### src/rtl/cpu_pkg.sv
// Shared definitions for the 16-bit five-stage pipeline: opcodes, ALU encodings,
// the pipelined control bundle and the operand-forwarding helper.
package cpu_pkg;

    localparam int unsigned RegW = 3;

    localparam logic [3:0] OpRtype = 4'b0000;
    localparam logic [3:0] OpAndi  = 4'b0001;
    localparam logic [3:0] OpAddi  = 4'b0010;
    localparam logic [3:0] OpLw    = 4'b0011;
    localparam logic [3:0] OpSw    = 4'b0100;
    localparam logic [3:0] OpBeq   = 4'b0101;
    localparam logic [3:0] OpBne   = 4'b0110;
    localparam logic [3:0] OpFor   = 4'b0111;
    localparam logic [3:0] OpJmp   = 4'b1000;
    localparam logic [3:0] OpCall  = 4'b1001;
    localparam logic [3:0] OpRet   = 4'b1010;

    localparam logic [2:0] FuncAnd = 3'b000;
    localparam logic [2:0] FuncAdd = 3'b001;
    localparam logic [2:0] FuncSub = 3'b010;
    localparam logic [2:0] FuncSll = 3'b011;
    localparam logic [2:0] FuncSrl = 3'b100;

    localparam logic [2:0] AluAnd = 3'b000;
    localparam logic [2:0] AluAdd = 3'b001;
    localparam logic [2:0] AluSub = 3'b010;
    localparam logic [2:0] AluSll = 3'b011;
    localparam logic [2:0] AluSrl = 3'b100;

    localparam logic [15:0] NopInstr = 16'hFFFF;

    // Control bits that travel down the pipeline past ID
    typedef struct packed {
        logic       for_signal;
        logic       branch;
        logic       bne;
        logic       load;
        logic       write_to_mem;
        logic       write_to_reg;
        logic       imm;
        logic       logical;
        logic [2:0] alu_control;
    } ctrl_t;

    // EX/MEM beats MEM/WB beats the ID/EX copy; R0 is never forwarded.
    function automatic logic [15:0] forward(
        input logic [RegW-1:0] idx,
        input logic [15:0]     reg_val,
        input logic            mem_hit,
        input logic [RegW-1:0] mem_rd,
        input logic [15:0]     mem_val,
        input logic            wb_hit,
        input logic [RegW-1:0] wb_rd,
        input logic [15:0]     wb_val
    );
        if (idx == '0)                       return reg_val;
        else if (mem_hit && mem_rd == idx)   return mem_val;
        else if (wb_hit && wb_rd == idx)     return wb_val;
        else                                 return reg_val;
    endfunction

endpackage

### src/rtl/controller.sv
// Main decoder: combinational control signals from opcode and func.
// Every output is 0 for NOPs and for unused R-type func codes.
module controller
    import cpu_pkg::*;
(
    input  logic [3:0] op,
    input  logic [2:0] func,
    output logic       for_signal,
    output logic       update_rr,
    output logic       jmp,
    output logic       select_pc_src,
    output logic       load,
    output logic       rtype,
    output logic       logical,
    output logic       write_to_reg,
    output logic       imm,
    output logic       bne,
    output logic       branch,
    output logic       write_to_mem,
    output logic [2:0] alu_control
);

    always_comb begin
        for_signal    = 1'b0;
        update_rr     = 1'b0;
        jmp           = 1'b0;
        select_pc_src = 1'b0;
        load          = 1'b0;
        rtype         = 1'b0;
        logical       = 1'b0;
        write_to_reg  = 1'b0;
        imm           = 1'b0;
        bne           = 1'b0;
        branch        = 1'b0;
        write_to_mem  = 1'b0;
        alu_control   = AluAnd;
        case (op)
            OpRtype: begin
                if (func <= FuncSrl) begin
                    rtype        = 1'b1;
                    write_to_reg = 1'b1;
                    alu_control  = func;
                end
            end
            OpAndi: begin
                logical      = 1'b1;
                imm          = 1'b1;
                write_to_reg = 1'b1;
                alu_control  = AluAnd;
            end
            OpAddi: begin
                imm          = 1'b1;
                write_to_reg = 1'b1;
                alu_control  = AluAdd;
            end
            OpLw: begin
                imm          = 1'b1;
                load         = 1'b1;
                write_to_reg = 1'b1;
                alu_control  = AluAdd;
            end
            OpSw: begin
                imm          = 1'b1;
                write_to_mem = 1'b1;
                alu_control  = AluAdd;
            end
            OpBeq: begin
                branch      = 1'b1;
                alu_control = AluSub;
            end
            OpBne: begin
                branch      = 1'b1;
                bne         = 1'b1;
                alu_control = AluSub;
            end
            OpFor: begin
                for_signal   = 1'b1;
                write_to_reg = 1'b1;
                alu_control  = AluSub;
            end
            OpJmp: jmp = 1'b1;
            OpCall: begin
                jmp       = 1'b1;
                update_rr = 1'b1;
            end
            OpRet: select_pc_src = 1'b1;
            default: ;
        endcase
    end

endmodule

### src/rtl/data_path.sv
// Five-stage IF/ID/EX/MEM/WB datapath with forwarding, load-use stall,
// ID-resolved jumps (JMP/CALL/RET) and EX-resolved branches (BEQ/BNE/FOR).
module data_path
    import cpu_pkg::*;
#(
    parameter int unsigned XLEN  = 16,
    parameter int unsigned NREGS = 8
) (
    input  logic            clk,
    input  logic            rst,
    input  logic [XLEN-1:0] instr,
    output logic [XLEN-1:0] pc,
    input  logic [XLEN-1:0] read_data,
    output logic            mem_write,
    output logic [XLEN-1:0] alu_out,
    output logic [XLEN-1:0] write_data
);

    logic [XLEN-1:0] pc_q, pc_d, rr_q, rr_d;
    logic [XLEN-1:0] rf_q [NREGS];

    logic [XLEN-1:0] ifid_instr_q, ifid_instr_d, ifid_pc_q, ifid_pc_d;

    ctrl_t           idex_ctrl_q, idex_ctrl_d;
    logic [XLEN-1:0] idex_ra_q, idex_rb_q, idex_rc_q, idex_pc_q;
    logic [XLEN-1:0] idex_ra_d, idex_rb_d, idex_rc_d, idex_pc_d;
    logic [RegW-1:0] idex_a_q, idex_b_q, idex_c_q, idex_a_d, idex_b_d, idex_c_d;
    logic [5:0]      idex_imm6_q, idex_imm6_d;

    logic            exmem_wr_q, exmem_load_q, exmem_mw_q;
    logic [RegW-1:0] exmem_rd_q;
    logic [XLEN-1:0] exmem_alu_q, exmem_wdata_q;

    logic            memwb_wr_q;
    logic [RegW-1:0] memwb_rd_q;
    logic [XLEN-1:0] memwb_data_q;

    // ---------------- ID ----------------
    logic [3:0]      id_op;
    logic [RegW-1:0] id_a, id_b, id_c;
    logic            id_for, id_update_rr, id_jmp, id_sel_pc, id_load, id_rtype, id_logical;
    logic            id_wr, id_imm, id_bne, id_branch, id_mw;
    logic [2:0]      id_alu;
    logic [XLEN-1:0] id_ra, id_rb, id_rc, id_jump_target;
    logic            id_use_a, id_use_b, id_use_c, id_jump, load_use;

    assign id_op = ifid_instr_q[15:12];
    assign id_a  = ifid_instr_q[11:9];
    assign id_b  = ifid_instr_q[8:6];
    assign id_c  = ifid_instr_q[5:3];

    controller u_controller (
        .op            (id_op),
        .func          (ifid_instr_q[2:0]),
        .for_signal    (id_for),
        .update_rr     (id_update_rr),
        .jmp           (id_jmp),
        .select_pc_src (id_sel_pc),
        .load          (id_load),
        .rtype         (id_rtype),
        .logical       (id_logical),
        .write_to_reg  (id_wr),
        .imm           (id_imm),
        .bne           (id_bne),
        .branch        (id_branch),
        .write_to_mem  (id_mw),
        .alu_control   (id_alu)
    );

    // Register read with write-before-read bypass from WB
    always_comb begin
        id_ra = rf_q[id_a];
        id_rb = rf_q[id_b];
        id_rc = rf_q[id_c];
        if (memwb_wr_q && memwb_rd_q != '0) begin
            if (memwb_rd_q == id_a) id_ra = memwb_data_q;
            if (memwb_rd_q == id_b) id_rb = memwb_data_q;
            if (memwb_rd_q == id_c) id_rc = memwb_data_q;
        end
    end

    assign id_use_a = id_mw | id_branch | id_for;
    assign id_use_b = id_rtype | id_imm | id_branch | id_for;
    assign id_use_c = id_rtype;
    assign load_use = idex_ctrl_q.load && idex_a_q != '0 &&
                      ((id_use_a && id_a == idex_a_q) ||
                       (id_use_b && id_b == idex_a_q) ||
                       (id_use_c && id_c == idex_a_q));
    assign id_jump        = id_jmp | id_sel_pc;
    assign id_jump_target = id_sel_pc ? rr_q : {ifid_pc_q[15:12], ifid_instr_q[11:0]};

    // ---------------- EX ----------------
    logic [XLEN-1:0] ex_a, ex_b, ex_c, ex_imm, alu_a, alu_b, alu_res, ex_target;
    logic            exmem_fwd, ex_taken;

    assign exmem_fwd = exmem_wr_q && !exmem_load_q;
    assign ex_a = forward(idex_a_q, idex_ra_q, exmem_fwd, exmem_rd_q, exmem_alu_q,
                          memwb_wr_q, memwb_rd_q, memwb_data_q);
    assign ex_b = forward(idex_b_q, idex_rb_q, exmem_fwd, exmem_rd_q, exmem_alu_q,
                          memwb_wr_q, memwb_rd_q, memwb_data_q);
    assign ex_c = forward(idex_c_q, idex_rc_q, exmem_fwd, exmem_rd_q, exmem_alu_q,
                          memwb_wr_q, memwb_rd_q, memwb_data_q);

    assign ex_imm = idex_ctrl_q.logical ? {10'b0, idex_imm6_q} :
                                          {{10{idex_imm6_q[5]}}, idex_imm6_q};
    // FOR decrements Ra; everything else operates on Rb and Rc/imm
    assign alu_a = idex_ctrl_q.for_signal ? ex_a : ex_b;
    assign alu_b = idex_ctrl_q.for_signal ? 16'd1 : (idex_ctrl_q.imm ? ex_imm : ex_c);

    always_comb begin
        case (idex_ctrl_q.alu_control)
            AluAnd:  alu_res = alu_a & alu_b;
            AluAdd:  alu_res = alu_a + alu_b;
            AluSub:  alu_res = alu_a - alu_b;
            AluSll:  alu_res = alu_a << alu_b[3:0];
            AluSrl:  alu_res = alu_a >> alu_b[3:0];
            default: alu_res = '0;
        endcase
    end

    assign ex_taken = (idex_ctrl_q.branch && (idex_ctrl_q.bne ? (ex_a != ex_b) : (ex_a == ex_b)))
                   || (idex_ctrl_q.for_signal && alu_res != '0);
    assign ex_target = idex_ctrl_q.for_signal ? ex_b : idex_pc_q + ex_imm;

    // ---------------- hazard / redirect ----------------
    always_comb begin
        pc_d         = pc_q + 16'd1;
        rr_d         = rr_q;
        ifid_instr_d = instr;
        ifid_pc_d    = pc_q;
        idex_ctrl_d  = '{for_signal: id_for, branch: id_branch, bne: id_bne, load: id_load,
                         write_to_mem: id_mw, write_to_reg: id_wr, imm: id_imm,
                         logical: id_logical, alu_control: id_alu};
        idex_ra_d    = id_ra;
        idex_rb_d    = id_rb;
        idex_rc_d    = id_rc;
        idex_a_d     = id_a;
        idex_b_d     = id_b;
        idex_c_d     = id_c;
        idex_imm6_d  = ifid_instr_q[5:0];
        idex_pc_d    = ifid_pc_q;
        if (ex_taken || load_use) begin
            idex_ctrl_d = '0;
            idex_ra_d   = '0;
            idex_rb_d   = '0;
            idex_rc_d   = '0;
            idex_a_d    = '0;
            idex_b_d    = '0;
            idex_c_d    = '0;
            idex_imm6_d = '0;
            idex_pc_d   = '0;
        end
        if (ex_taken) begin
            pc_d         = ex_target;
            ifid_instr_d = NopInstr;
            ifid_pc_d    = '0;
        end else if (load_use) begin
            pc_d         = pc_q;
            ifid_instr_d = ifid_instr_q;
            ifid_pc_d    = ifid_pc_q;
        end else if (id_jump) begin
            pc_d         = id_jump_target;
            ifid_instr_d = NopInstr;
            ifid_pc_d    = '0;
            if (id_update_rr) rr_d = ifid_pc_q + 16'd1;
        end
    end

    // ---------------- state ----------------
    always_ff @(posedge clk or negedge rst) begin
        if (!rst) begin
            pc_q          <= '0;
            rr_q          <= '0;
            for (int i = 0; i < NREGS; i++) rf_q[i] <= '0;
            ifid_instr_q  <= NopInstr;
            ifid_pc_q     <= '0;
            idex_ctrl_q   <= '0;
            idex_ra_q     <= '0;
            idex_rb_q     <= '0;
            idex_rc_q     <= '0;
            idex_a_q      <= '0;
            idex_b_q      <= '0;
            idex_c_q      <= '0;
            idex_imm6_q   <= '0;
            idex_pc_q     <= '0;
            exmem_wr_q    <= 1'b0;
            exmem_load_q  <= 1'b0;
            exmem_mw_q    <= 1'b0;
            exmem_rd_q    <= '0;
            exmem_alu_q   <= '0;
            exmem_wdata_q <= '0;
            memwb_wr_q    <= 1'b0;
            memwb_rd_q    <= '0;
            memwb_data_q  <= '0;
        end else begin
            pc_q          <= pc_d;
            rr_q          <= rr_d;
            if (memwb_wr_q && memwb_rd_q != '0) rf_q[memwb_rd_q] <= memwb_data_q;
            ifid_instr_q  <= ifid_instr_d;
            ifid_pc_q     <= ifid_pc_d;
            idex_ctrl_q   <= idex_ctrl_d;
            idex_ra_q     <= idex_ra_d;
            idex_rb_q     <= idex_rb_d;
            idex_rc_q     <= idex_rc_d;
            idex_a_q      <= idex_a_d;
            idex_b_q      <= idex_b_d;
            idex_c_q      <= idex_c_d;
            idex_imm6_q   <= idex_imm6_d;
            idex_pc_q     <= idex_pc_d;
            exmem_wr_q    <= idex_ctrl_q.write_to_reg;
            exmem_load_q  <= idex_ctrl_q.load;
            exmem_mw_q    <= idex_ctrl_q.write_to_mem;
            exmem_rd_q    <= idex_a_q;
            exmem_alu_q   <= alu_res;
            exmem_wdata_q <= ex_a;
            memwb_wr_q    <= exmem_wr_q;
            memwb_rd_q    <= exmem_rd_q;
            memwb_data_q  <= exmem_load_q ? read_data : exmem_alu_q;
        end
    end

    assign pc         = pc_q;
    assign mem_write  = exmem_mw_q;
    assign alu_out    = exmem_alu_q;
    assign write_data = exmem_wdata_q;

endmodule

### config.mk
export PLATFORM = sky130hd
export DESIGN_NAME = data_path
export DESIGN_NICKNAME = d
export VERILOG_FILES = /design/src/rtl/cpu_pkg.sv /design/src/rtl/controller.sv /design/src/rtl/data_path.sv
export SDC_FILE = /design/constraint.sdc
export NUM_CORES = 1
export LEC_CHECK = 0
export CAP_MARGIN = 20
export CORE_MARGIN = 5
export CORE_UTILIZATION = 57
export DETAILED_ROUTE_END_ITERATION = 8
export HOLD_SLACK_MARGIN = 0.03
export PLACE_DENSITY = 0.78
export SYNTH_ARGS = -nofsm -noshare
export SYNTH_HDL_FRONTEND = slang
export SYNTH_SLANG_ARGS = --single-unit
### constraint.sdc
create_clock -name clk -period 6.8 [get_ports clk]
set_input_delay 1.36 -clock clk [delete_from_list [all_inputs] [get_ports clk]]
set_output_delay 1.36 -clock clk [all_outputs]
set_load 0.05 [all_outputs]
==> summary.md, run 1 <==
| Metric | Value |
|---|---|
| Outcome | finished, final reports clean |
| Max_cap viols | 0 |
| Largest net degree at the start of global routing | 144 |
| Diodes inserted | 0 |
| Ys Warns | 0 |
| Final GP Congestion | 1.08 |
| WL per Instance | 26.9 um |
| Post-synth top flop | dfrtp_1 |
| Fmax | 151 MHz |
| Worst hold path class | register to register |
| RR Endpoint | idex_rc_q[12] |
| Skew final | 0.0257 ns |
| RSZ-0062 raised after global routing | false |
| P&R area growth vs syn | 12.8% |
| Hpwl dp | 53,400 um |
| Worst EP arrival | 7.09 ns |
| Clock Sinks | 337 |
| Tcrit/Tclk final | 0.971 |
| Critical path launch point type | register |
| Total Wirelength | 76,100 um |
| Die area | 0.0436 mm2 |
| Post-synth ARST share | 1.00 |
| Vias | 19,500 |
| DIE HEIGHT | 209 um |
| Final design area excluding fillers | 0.0254 mm2 |
| Most frequent cell after synthesis | dfrtp_1 |
| Worst flop-to-flop path startpoint | idex_imm6_q[4] |
| CTS tree | yes |
| Post-synth top cells | 321 x dfrtp_1, 252 x nor2_1, 147 x nand2_1 |
| Register area share after synthesis | 0.375 |
| Worst EP required | 7.28 ns |
| WHS Path Cells | 0 |
| EDFF count, synth | 0 |
| Setup WS post-layout | 0.194 ns |
| Rel. slew slack | 0.267 |
| Root Buffer | clkbuf_16 |
| Top post-synthesis cells by area | dfrtp_1 36%, mux4_2 9.6%, mux2_2 7.3%, mux2i_1 6.0%, nor2_1 4.2% |
| Count of final max-slew check failures | 0 |
| Fillers | 3,021 |
| Mapped cell area | 0.0225 mm2 |
| Gate Count Post-Synth | 2,254 |
| Total Neg Setup Slack | 0 ns |
| Area of placed instances | 0.0240 mm2 |
| CTS buffer count | 39 |
| WHS Endpoint | exmem_wr_q |
| Row Count | 72 |
| Grt total ovfl | 0 |
| Final Hold Violating Endpoints | 0 |
| Syn Nets | 2,328 |
| CP max FO | 56 |
| Vias per std cell | 6.89 |
| Die width | 209 um |
| Register-to-register setup slack | 0.19 ns |
| Drt first pass iters | 6 |
| Nets@finish | 2,352 |
| Worst hold path startpoint | idex_ctrl_q[5] |
| DRC Markers | 0 |
| Post-route ant nets | 0 |
| Hold Buf Count CTS | 0 |
| Vias in the first global route | 19,700 |
| Kind of critical path | register to register |
| Number of synthesized register bits | 337 |
| Final setup viols | 0 |
| Starting Density | 0.579 |
| Worst-skew pair later-pin latency | 0.57 ns |
| Yosys top cell by area | dfrtp_1 |
| Netlist cell types | 94 |
| Tightest Pin Transition | 1.10 ns |
| Fin crit period | 6.61 ns |
| Synth top area share | 0.356 |
| Crit. End Element | register |
| Port bufs | 82 |
| Cell count of the worst reg-to-reg path | 26 |
| Core area | 0.0389 mm2 |
| DRT iter0 DRCs | 2,098 |
| Io pins | 83 |
| Mapped Avg Cell Area | 10.0 um2 |
| Post-Route Utilization | 0.654 |
| GR Util All Layers | 0.342 |
| Clk slew on worst S/H paths | 0.08 ns |
| Maximum buffer depth of the clock tree | 3 |
| First-pass GRT wire length | 117,000 um |
| H-tree levels | 2 |
| Antenna violations before repair | 0 |
| Share of post-route cells with drive strength above 1 | 0.207 |
| Setup WS pre-CTS | 0.116 ns |
[through the flow]
stage,std cells,hold slack [ns]
2_1_floorplan,2254,0.331
3_3_place_gp,2753,0.340
3_5_place_dp,2753,0.347
4_1_cts,2823,0.363
5_1_grt,2825,0.369
6_report,2825,0.361
[routing by layer]
metal  track usage  part of all wire  vias up
met5             0                 0        -
met4         0.162             0.053        0
met1         0.448              0.38     9691
met3        0.0682             0.095      273
met2         0.552              0.47     1132
li1              -                 -     8360
[worst max path at each step]
| stage | cells past startpoint | slack [ns] | from | to |
|---|---|---|---|---|
| after floorplan | 29 | 0.03 | idex_c_q[2] | rr_q[10] |
| after global placement | 20 | 0.1 | idex_c_q[2] | rr_q[10] |
| after detailed placement | 20 | 0.12 | idex_imm6_q[4] | rr_q[11] |
| after CTS | 20 | 0.08 | idex_imm6_q[4] | rr_q[11] |
| after global routing | 26 | 0.02 | idex_imm6_q[4] | idex_rc_q[12] |
| final | 26 | 0.19 | idex_imm6_q[4] | idex_rc_q[12] |
[logic make-up (layout without fill, tap and decap cells)]
family / after synthesis / count (layout) / synth area share
DFF: 337 / 337 / 0.375
adders and majority gates: 40 / 40 / 0.0229
and+or+nand+nor: 672 / 672 / 0.142
muxes: 385 / 385 / 0.233
xor gates and xnor gates: 110 / 110 / 0.0427
AOI/OAI and AO/OA: 457 / 457 / 0.139
buffers and inverters: 253 / 306 / 0.0455
[cell usage in the layout (no fill, tap or decap), types with 11 or more instances in the layout]
cell type,instances
a211oi_1,19
o21ai_0,53
and3_1,20
nand2_1,147
ha_1,38
xnor2_1,66
o22ai_1,41
dfstp_2,16
nand4_1,21
nor2b_1,11
nand3_1,49
clkdlybuf4s50_1,81
xor2_1,43
a21o_1,12
o21a_1,13
nor4_1,45
clkbuf_16,40
nor3_1,50
buf_4,95
o211ai_1,23
a21oi_1,124
nor2_1,249
mux4_2,96
mux2_2,146
mux2i_1,135
or3_1,11
dfrtp_1,319
o31ai_1,11
o2bb2ai_1,18
inv_1,50
a31oi_1,22
nand2b_1,13
[state kept, by name, summed over array words and instances, names as in the netlist, 5 cells and up]
name	flops
idex_rb_q	16
idex_ctrl_q	11
memwb_data_q	16
ifid_pc_q	16
pc	16
idex_pc_q	16
ifid_instr_q	16
idex_ra_q	16
idex_imm6_q	5
write_data	16
idex_rc_q	16
rr_q	16
alu_out	16
rf_q	128
[worst max-delay path: stages, from the launching register on]
cell and delay [ns]:
dfrtp_1 0.51, xnor2_1 0.27, nand4_2 0.14, buf_4 0.24, a21oi_1 0.31, mux2i_1 0.26, a21oi_1 0.21, or3_1 0.43
o21ai_0 0.21, xor2_1 0.25, ha_1 0.32, o21a_1 0.20, o21ai_0 0.23, o21bai_1 0.16, o221ai_1 0.18, a31oi_1 0.32
o21ai_0 0.17, xor2_1 0.18, nand2_1 0.09, o211ai_1 0.12, or4b_1 0.59, nor4_4 0.14, buf_4 0.20, buf_4 0.16
o21ai_4 0.12, buf_12 0.23, nor2_1 0.18
[layout make-up]
| cell class | instances | area [um2] | area share |
|---|---|---|---|
| Sequential cell | 337 | 8460 | 0.332 |
| Clock buffer | 54 | 1130 | 0.0446 |
| Inverter | 55 | 206 | 0.00812 |
| Tap cell | 518 | 648 | 0.0255 |
| Clock inverter | 16 | 210 | 0.00826 |
| Timing Repair Buffer | 181 | 1630 | 0.0640 |
| Multi-Input combinational cell | 1664 | 13200 | 0.517 |
[timing repair]
| action | CTS | global route |
|---|---|---|
| hold endpoints to repair | 0 | 0 |
| setup buffers | 0 | 1 |
| gates resized for setup | 0 | 8 |
| setup endpoints to repair | 0 | 147 |
Power of run 1 is not shown: default switching activity piles up to over one toggle a cycle in this logic, so the estimate is an artifact.
==> inputs of run 2 (changes only) <==
--- a/config.mk
+++ b/config.mk
@@ -5,7 +5,9 @@
 export SDC_FILE = /design/constraint.sdc
 export NUM_CORES = 1
 export LEC_CHECK = 0
+export ABC_CLOCK_PERIOD_IN_PS = 6800
 export CAP_MARGIN = 20
+export CORE_ASPECT_RATIO = 1.75
 export CORE_MARGIN = 5
 export CORE_UTILIZATION = 57
 export DETAILED_ROUTE_END_ITERATION = 8
==> run 2 against run 1 <==
Net effect:
- highest routed layer unchanged
- worst hold slack is essentially flat
- largest cell class unchanged
- count of clock-buffer cells in the layout shrank 11
- design area shrank 0.56%
- routed wire length grew 1.5%
- critical endpoint is now idex_ctrl_q[1]
- worst setup slack lost 0.0027 ns
- via count grew 0.90%
==> summary.md, run 2 (synthesis gave the netlist of run 1 again) <==
| Metric | Value |
|---|---|
| Die width | 160 um |
| Top Family by Delay on Critical Path | simple AND/OR/NAND/NOR gates |
| H-tree levels | 2 |
| WP buf/inv | 3 |
| Clk slew on worst S/H paths | 0.07 ns |
| Hpwl dp | 54,700 um |
| Port bufs | 82 |
| Post-route ant nets | 0 |
| Diodes inserted | 0 |
| DIE HEIGHT | 273 um |
| Vias per std cell | 7.04 |
| Tcrit/Tclk final | 0.972 |
| P&R area growth vs syn | 12.2% |
| Drt first pass iters | 9 |
| Core area | 0.0392 mm2 |
| Worst flop-to-flop path startpoint | idex_imm6_q[4] |
| CP max FO | 22 |
| Worst hold path startpoint | idex_ctrl_q[5] |
| Worst hold path class | register to register |
| Io pins | 83 |
| Tightest Pin Transition | 1.13 ns |
| Grt total ovfl | 0 |
| Worst EP required | 7.19 ns |
| Met2 usage | 0.593 |
| Final GP Congestion | 1.11 |
| First-pass GRT wire length | 118,000 um |
| Final setup viols | 0 |
| Largest net degree at the start of global routing | 133 |
| WHS Path Cells | 0 |
| Largest stage delay, worst path | 0.58 ns |
| CTS buffer count | 34 |
| Register-to-register setup slack | 0.19 ns |
| Commonest non-fill, non-tap cells in the layout | 317 x dfrtp_1, 249 x nor2_1, 147 x nand2_1 |
| DRT iter0 DRCs | 2,107 |
| Clock Sinks | 337 |
| Final design area excluding fillers | 0.0253 mm2 |
| Met3 usage | 0.0567 |
| Total Wirelength | 77,300 um |
| Starting Density | 0.576 |
| Vias | 19,600 |
| Share of post-route cells with drive strength above 1 | 0.206 |
| Kind of critical path | register to register |
| Slowest cell on crit path | or4b_1 |
| RR Endpoint | idex_ctrl_q[1] |
| Worst-skew pair later-pin latency | 0.54 ns |
| Most flops, register | rf_q |
| GR Util met1 | 0.393 |
| Outcome | finished, final reports clean |
| Antenna violations before repair | 0 |
| DRC Markers | 0 |
| Final Hold Violating Endpoints | 0 |
| Rel. slew slack | 0.236 |
| Cell count of the worst reg-to-reg path | 23 |
| Fmax | 151 MHz |
| GR Util All Layers | 0.349 |
| Fin crit period | 6.61 ns |
| WHS | 0.361 ns |
| WHS Endpoint | exmem_wr_q |
| Commonest non-fill, non-tap cell in the layout | dfrtp_1 |
| GR peak layer | met2 |
| Crit. End Element | register |
| Die area | 0.0438 mm2 |
| Post-Route Utilization | 0.646 |
| Worst path cell trace | or3_1 > nand2_1 > or4_1 > nand2_1 > nor2_2 > buf_4 > nor2_1 > a21oi_1 > xor2_1 > ha_1 > a2111oi_0 > buf_4 > o221ai_1 > a31oi_1 > o21ai_0 > xor2_1 > nand2_1 > o211ai_1 > or4b_1 > nor4_4 > buf_4 > o21ai_4 > nor3_1 |
| Area of placed instances | 0.0239 mm2 |
| Skew final | 0.0203 ns |
| Critical path launch point type | register |
| Root Buffer | clkbuf_16 |
| Worst EP arrival | 7.00 ns |
| Hold Buf Count CTS | 0 |
| Count of final max-slew check failures | 0 |
| Nets@finish | 2,347 |
| Row Count | 96 |
| Maximum buffer depth of the clock tree | 3 |
| CTS tree | yes |
| Flip-flop count of the largest register after layout | 128 |
| Fillers | 3,036 |
| Max_cap viols | 0 |
| Vias in the first global route | 20,000 |
| WL per Instance | 27.7 um |
## run 2: changes by cell type in the layout (fill, tap and decap cells not counted), sizes merged
cell | previous run | this run
clkinvlp | 2 | 5
clkbuf | 54 | 43
inv | 55 | 57
clkinv | 10 | 4
bufinv | 4 | 6
## run 2: worst max path at each step
stage                         startpoint             end  slack [ns]  depth (start not counted)
after floorplan              idex_c_q[2]        rr_q[10]        0.03                         29
after global placement       idex_c_q[2]        rr_q[11]        0.47                         22
after detailed placement     idex_c_q[2]  idex_ctrl_q[1]        0.28                         22
after CTS                  memwb_rd_q[2]    idex_ra_q[0]        0.25                         22
after global routing      idex_imm6_q[4]    idex_ra_q[0]      -0.001                         25
final                     idex_imm6_q[4]  idex_ctrl_q[1]        0.19                         23
## run 2: cell type report
type,instances,area (um2),area share
Multi-Input combinational cell,1664,13200,0.521
Sequential cell,337,8460,0.334
Timing Repair Buffer,181,1640,0.0650
Clock buffer,43,936,0.0370
Tap cell,490,613,0.0242
Clock inverter,17,263,0.0104
Inverter,55,206,0.00816
## run 2: worst register-to-register path, stage by stage (launching register included)
cell and delay (ns):
dfrtp_1 0.54, or3_1 0.44, nand2_1 0.23, or4_1 0.51, nand2_1 0.16, nor2_2 0.06
buf_4 0.18, nor2_1 0.27, a21oi_1 0.13, xor2_1 0.17, ha_1 0.37, a2111oi_0 0.52
buf_4 0.21, o221ai_1 0.16, a31oi_1 0.30, o21ai_0 0.16, xor2_1 0.16, nand2_1 0.08
o211ai_1 0.10, or4b_1 0.58, nor4_4 0.24, buf_4 0.27, o21ai_4 0.20, nor3_1 0.43
## run 2: timing repair
item	CTS	global route
gates resized for setup	0	14
setup buffers	0	5
setup endpoints to repair	0	119
## run 2: metal layers
metal,share of wire,wire length [um]
met1,0.33,25800
met2,0.49,38100
met3,0.080,6210
met4,0.092,7120
met5,0,0
## run 2: through the flow
stage          instances  TNS [ns]  worst slack (ns)
2_1_floorplan       2254         0            0.0301
3_3_place_gp        2717         0             0.469
3_5_place_dp        2719         0             0.284
4_1_cts             2779         0             0.248
5_1_grt             2787  -0.00125          -0.00125
6_report            2787         0             0.191
Power of run 2 is left out for the same reason.
==> inputs of run 3 (changes only) <==
--- a/config.mk
+++ b/config.mk
@@ -5,6 +5,7 @@
 export SDC_FILE = /design/constraint.sdc
 export NUM_CORES = 1
 export LEC_CHECK = 0
+export ABC_AREA = 0
 export ABC_CLOCK_PERIOD_IN_PS = 6800
 export CAP_MARGIN = 20
 export CORE_ASPECT_RATIO = 1.75
==> results of run 3 <==
No change in the layout: final DEF, timing and power equal those of run 2.
Power of run 3 is left out for the same reason.
